## src/rtl/mix_columns_engine.sv

```systemverilog
// AES MixColumns / InvMixColumns engine: accepts a 128-bit state, transforms LANES
// columns per clock in place, then presents the result until downstream accepts it.
`timescale 1ns/1ps
module mix_columns_engine #(
    parameter int LANES      = 1,
    parameter int INVERSE_EN = 1
) (
    input  logic         pi_clk,
    input  logic         pi_reset,
    input  logic         pi_valid,
    output logic         po_ready,
    input  logic         pi_inverse,
    input  logic [127:0] pi_state,
    output logic         po_valid,
    input  logic         pi_ready,
    output logic [127:0] po_state,
    output logic         po_busy
);

    generate
        if (LANES != 1 && LANES != 2 && LANES != 4) begin : g_lanes_check
            $error("mix_columns_engine: LANES must be 1, 2 or 4");
        end
    endgenerate

    localparam logic [1:0] COL_STEP = 2'(LANES % 4);
    localparam logic [1:0] LAST_COL = 2'((4 - LANES) % 4);

    typedef enum logic [1:0] {
        S_IDLE = 2'd0,
        S_RUN  = 2'd1,
        S_DONE = 2'd2
    } state_t;

    state_t         r_state;
    state_t         w_state_next;
    logic [1:0]     r_col;
    logic           r_inv;
    logic [127:0]   r_work;
    logic [127:0]   w_work_next;
    logic [31:0]    w_lane_out [LANES];
    logic           w_accept;
    logic           w_last;

    function automatic logic [7:0] xtime(input logic [7:0] a);
        return {a[6:0], 1'b0} ^ (a[7] ? 8'h1b : 8'h00);
    endfunction

    // Inverse coefficients are composed from x2/x4/x8 of each byte.
    function automatic logic [31:0] mix_col(input logic [31:0] a, input logic inv);
        logic [31:0] b;
        logic [7:0]  a0, a1, a2, a3;
        logic [7:0]  a1x2, a1x4, a1x8;
        logic [7:0]  a0x2, a0x4, a0x8;
        logic [7:0]  a2x2, a2x4, a2x8;
        logic [7:0]  a3x2, a3x4, a3x8;
        b = '0;
        for (int r = 0; r < 4; r++) begin
            a0 = a[8*r +: 8];
            a1 = a[8*((r + 1) % 4) +: 8];
            a2 = a[8*((r + 2) % 4) +: 8];
            a3 = a[8*((r + 3) % 4) +: 8];
            a0x2 = xtime(a0); a0x4 = xtime(a0x2); a0x8 = xtime(a0x4);
            a1x2 = xtime(a1); a1x4 = xtime(a1x2); a1x8 = xtime(a1x4);
            a2x2 = xtime(a2); a2x4 = xtime(a2x2); a2x8 = xtime(a2x4);
            a3x2 = xtime(a3); a3x4 = xtime(a3x2); a3x8 = xtime(a3x4);
            if (INVERSE_EN != 0 && inv) begin
                b[8*r +: 8] = (a0x8 ^ a0x4 ^ a0x2)
                            ^ (a1x8 ^ a1x2 ^ a1)
                            ^ (a2x8 ^ a2x4 ^ a2)
                            ^ (a3x8 ^ a3);
            end else begin
                b[8*r +: 8] = a0x2 ^ (a1x2 ^ a1) ^ a2 ^ a3;
            end
        end
        return b;
    endfunction

    assign w_accept = (r_state == S_IDLE) && pi_valid;
    assign w_last   = (r_col == LAST_COL);

    // Transform units: lane l works on column r_col + l.
    generate
        for (genvar l = 0; l < LANES; l++) begin : g_lane
            logic [1:0] w_idx;
            assign w_idx         = r_col + 2'(l);
            assign w_lane_out[l] = mix_col(r_work[32*w_idx +: 32], r_inv);
        end
    endgenerate

    always_comb begin
        w_work_next = r_work;
        for (int l = 0; l < LANES; l++) begin
            w_work_next[32*(r_col + 2'(l)) +: 32] = w_lane_out[l];
        end
    end

    always_comb begin
        w_state_next = r_state;
        case (r_state)
            S_IDLE:  if (pi_valid) w_state_next = S_RUN;
            S_RUN:   if (w_last)   w_state_next = S_DONE;
            S_DONE:  if (pi_ready) w_state_next = S_IDLE;
            default: w_state_next = S_IDLE;
        endcase
    end

    always_ff @(posedge pi_clk or posedge pi_reset) begin
        if (pi_reset) begin
            r_state <= S_IDLE;
        end else begin
            r_state <= w_state_next;
        end
    end

    always_ff @(posedge pi_clk or posedge pi_reset) begin
        if (pi_reset) begin
            r_col  <= 2'd0;
            r_inv  <= 1'b0;
            r_work <= '0;
        end else if (w_accept) begin
            r_col  <= 2'd0;
            r_inv  <= (INVERSE_EN != 0) ? pi_inverse : 1'b0;
            r_work <= pi_state;
        end else if (r_state == S_RUN) begin
            r_col  <= r_col + COL_STEP;
            r_work <= w_work_next;
        end
    end

    assign po_ready = (r_state == S_IDLE);
    assign po_valid = (r_state == S_DONE);
    assign po_busy  = (r_state == S_RUN) || (r_state == S_DONE);
    assign po_state = r_work;

endmodule

```

## config.mk

```make
export PLATFORM = sky130hd
export DESIGN_NAME = mix_columns_engine
export DESIGN_NICKNAME = d
export VERILOG_FILES = /design/src/rtl/mix_columns_engine.sv
export SDC_FILE = /design/constraint.sdc
export NUM_CORES = 1
export LEC_CHECK = 0
export ABC_AREA = 1
export CAP_MARGIN = 15
export CORE_MARGIN = 5
export CORE_UTILIZATION = 55
export CTS_CLUSTER_SIZE = 10
export DETAILED_ROUTE_END_ITERATION = 10
export GPL_TIMING_DRIVEN = 1
export PLACE_DENSITY = 0.85
export REMOVE_ABC_BUFFERS = 1
export SETUP_SLACK_MARGIN = 0.05
export SYNTH_ARGS = -nofsm -noshare
export SYNTH_HDL_FRONTEND = slang
export SYNTH_SLANG_ARGS = --single-unit
```

## constraint.sdc

```tcl
create_clock -name pi_clk -period 6.3 [get_ports pi_clk]
set_clock_uncertainty 0.2 [all_clocks]
set_input_delay 0.63 -clock pi_clk [delete_from_list [all_inputs] [get_ports pi_clk]]
set_output_delay 0.63 -clock pi_clk [all_outputs]
set_load 0.01 [all_outputs]
```

==> flow_summary.rst <==
.. list-table::
   :header-rows: 1

   * - Metric
     - Value
   * - Placeable core area
     - roughly 0.024 mm^2
   * - Total routing resource utilization after global routing
     - 0.366
   * - Remaining global-route overflow
     - 0
   * - Total of buffers placed on input and output ports
     - 263
   * - Worst Path Required
     - roughly 6.5 ns
   * - HPWL after detailed placement
     - 39.0 mm
   * - Gpl congestion
     - 1.08
   * - Final-report max-slew violation count
     - 0
   * - Outcome
     - finished clean
   * - Launching element of the worst setup path
     - r_col[1]
   * - Post-synth design cell area
     - 0.0135 mm^2
   * - Setup TNS
     - 0 ns
   * - Post-placement cell area
     - between 0.015 and 0.02 mm^2
   * - Io pins
     - 264
   * - Place WS
     - roughly 2.3 ns
   * - Pin slew with the least headroom to its limit
     - 1.14 ns
   * - CTS tree
     - built
   * - Number of synthesized register bits
     - around 130
   * - Commonest non-fill, non-tap cell in the layout
     - sky130_fd_sc_hd__nand2_1
   * - Cell Rows
     - 57
   * - Tcrit/Tclk final
     - 0.638
   * - Highest-count cells in the layout ignoring fill and taps
     - sky130_fd_sc_hd__nand2_1, sky130_fd_sc_hd__nand3_1, sky130_fd_sc_hd__clkdlybuf4s50_1
   * - Max-slew headroom
     - 0.237
   * - Cell at the root of the clock tree
     - sky130_fd_sc_hd__clkbuf_16
   * - Path type of the worst setup path
     - flip-flop to flip-flop
   * - Final ANT Viol Nets
     - 0
   * - Number of setup buffers added after CTS
     - 0
   * - Worst skew pair latency
     - 0.45 ns
   * - Count of max-cap constraint violations
     - 0
   * - Number of global-route vias before repair
     - 14600
   * - Vias after detailed routing
     - between 15000 and 20000
   * - # H-tree levels
     - 4
   * - Number of clock sinks
     - 133
   * - Via density
     - a little under 6
   * - Clk pin slew, worst setup/hold paths
     - 0.07 ns
   * - Post-cts gate resize count
     - 0
   * - Initial DRC count
     - 1557
   * - Category of the worst setup path launch point
     - flip-flop
   * - Worst path cell trace
     - inv_2 > nand3_1 > nand2_1 > xnor2_1 > xnor2_1 > or2_1 > nand2_1 > nand2_1 > nand3_2 > nand4_1 > o21bai_1
   * - Maximum number of pins on one net before global-route repair
     - 75
   * - Chip Height
     - 167 um
   * - Maximum clock frequency
     - 0.249 GHz
   * - Crit path top cell by count
     - sky130_fd_sc_hd__nand2_1
   * - Startpoint of the most critical hold path
     - po_state[19]
   * - Final cell area excluding filler cells
     - 0.0169 mm^2
   * - Most used DFF post-synth
     - sky130_fd_sc_hd__dfrtp_1
   * - Class of the most critical hold timing path
     - flip-flop to flip-flop
   * - Die Area
     - between 0.02 and 0.03 mm^2
   * - Floorplan die width
     - 167 um
   * - Antenna cell count
     - 0
   * - Data arrival time of the critical path
     - 4.18 ns
   * - Synth Area per Inst
     - 6.46 um^2
   * - Maximum clock insertion buffer count
     - 2
   * - First-pass GRT wire length
     - 81.3 mm
   * - Setup-violating endpoint count in the final report
     - 0
   * - Distinct cell type count of the synthesized netlist
     - 42
   * - Max Fanout on Critical Path
     - 31
   * - Gate Count Post-Synth
     - around 2100
   * - Number of synthesized flops with an enable pin
     - 0
   * - Fraction of layout cells with a size suffix above 1
     - 0.0962
   * - Fraction of registers with async set/reset
     - 1.00
   * - Sequential share of the synthesized area
     - 0.246
   * - Signed area change from the synthesized netlist to the final layout
     - 24.8%
   * - Wire length reported by the detailed router
     - roughly 53 mm
   * - Starting Density
     - 0.558
   * - Number of warnings issued by yosys
     - 0
   * - Number of optimization iterations in the first detailed-route pass
     - 5
   * - Num CTS Buffers
     - 17
   * - Slowest-stage cell, CP
     - sky130_fd_sc_hd__dfrtp_2
   * - CP peak stage delay
     - 0.81 ns
   * - DRC errors left
     - 0
   * - Min Clock Period, post-route
     - between 4 and 5 ns
   * - R2R Path Start
     - r_col[1]
   * - Final count of hold timing violations
     - 0
   * - Routed wire per std cell
     - 20.0 um
   * - Net total in the final layout
     - between 2000 and 2500
   * - Number of antenna violations at the first check in global routing
     - 0
   * - RSZ-0062 raised after global routing
     - no
   * - CTS hold repair buffers
     - 0
   * - Worst Slack Setup Final
     - 2.28 ns
   * - Critical Path Sink Type
     - flip-flop
registers in the layout (all words and copies together), names as in the netlist:
signal and count:
r_inv 1, r_state 2, r_col 2, po_state 128
stage by stage:
stage	hold WS (ns)	util	instances
floorplan	0.278	-	2001
global placement	0.303	0.668	2608
detailed placement	0.315	0.668	2608
CTS	0.332	0.694	2639
global route	0.350	0.696	2641
finish	0.330	0.696	2641
Yosys cell counts (all sizes together), types with 2 or more instances:
master	n	area share
a21o	6	0.0033
a21oi	6	0.0022
and2	2	0.00092
buf	44	0.027
clkbuf	49	0.014
clkinv	3	0.00083
dfrtp	133	0.25
ha	8	0.0074
inv	113	0.032
nand2	992	0.30
nand3	376	0.15
nand3b	8	0.0044
nand4	58	0.027
nor2	16	0.0050
nor3	3	0.0015
o211ai	9	0.0050
o21ai	21	0.0078
o21bai	47	0.026
or2	20	0.0093
xnor2	69	0.054
xor2	109	0.080
worst paths after layout:
path                                end  slack, ns  cells past startpoint
max in group asynchronous  po_state[77]       4.29                      3
setup / recovery           po_state[47]       2.28                     11
min in group asynchronous  po_state[73]       0.40                      2
hold / removal             po_state[19]       0.33                      2
hold reg to reg            po_state[19]       0.33                      2
setup reg to reg           po_state[47]       2.28                     11
layout make-up:
cell class | instances | area, um^2
Clock buffer | 18 | 429
Clock inverter | 13 | 199
Fill cell | 2104 | 7370
Inverter | 116 | 448
Multi-Input combinational cell | 1752 | 9230
Sequential cell | 133 | 3330
Tap cell | 324 | 405
Timing Repair Buffer | 285 | 2840
worst max-delay path, delay by kind of cell, from the launching register on:
| kind | cells | cell delay [ns] |
|---|---|---|
| compound gates | 1 | 0.19 |
| xor+xnor | 2 | 0.94 |
| buf+inv | 1 | 0.49 |
| flops | 1 | 0.81 |
| simple gates | 7 | 1.29 |
cells by family after synthesis:
logic type | synth area share
AND/OR/NAND/NOR | 0.494
buffers and inverters | 0.0731
AO/OA/AOI/OAI | 0.0455
XOR/XNOR | 0.134
adder cells (fa/ha/maj) | 0.00740
flip-flops | 0.246
layer usage:
layer | vias up | wire length, um | GRT usage
li1 | 7188 | - | -
met3 | 174 | 5050 | 0.0742
met4 | 0 | 2510 | 0.165
met2 | 897 | 24200 | 0.598
met5 | - | 0 | 0
met1 | 7208 | 21100 | 0.471
Power is not shown: default switching activity piles up to over one toggle a cycle in this logic, so the estimate is an artifact.
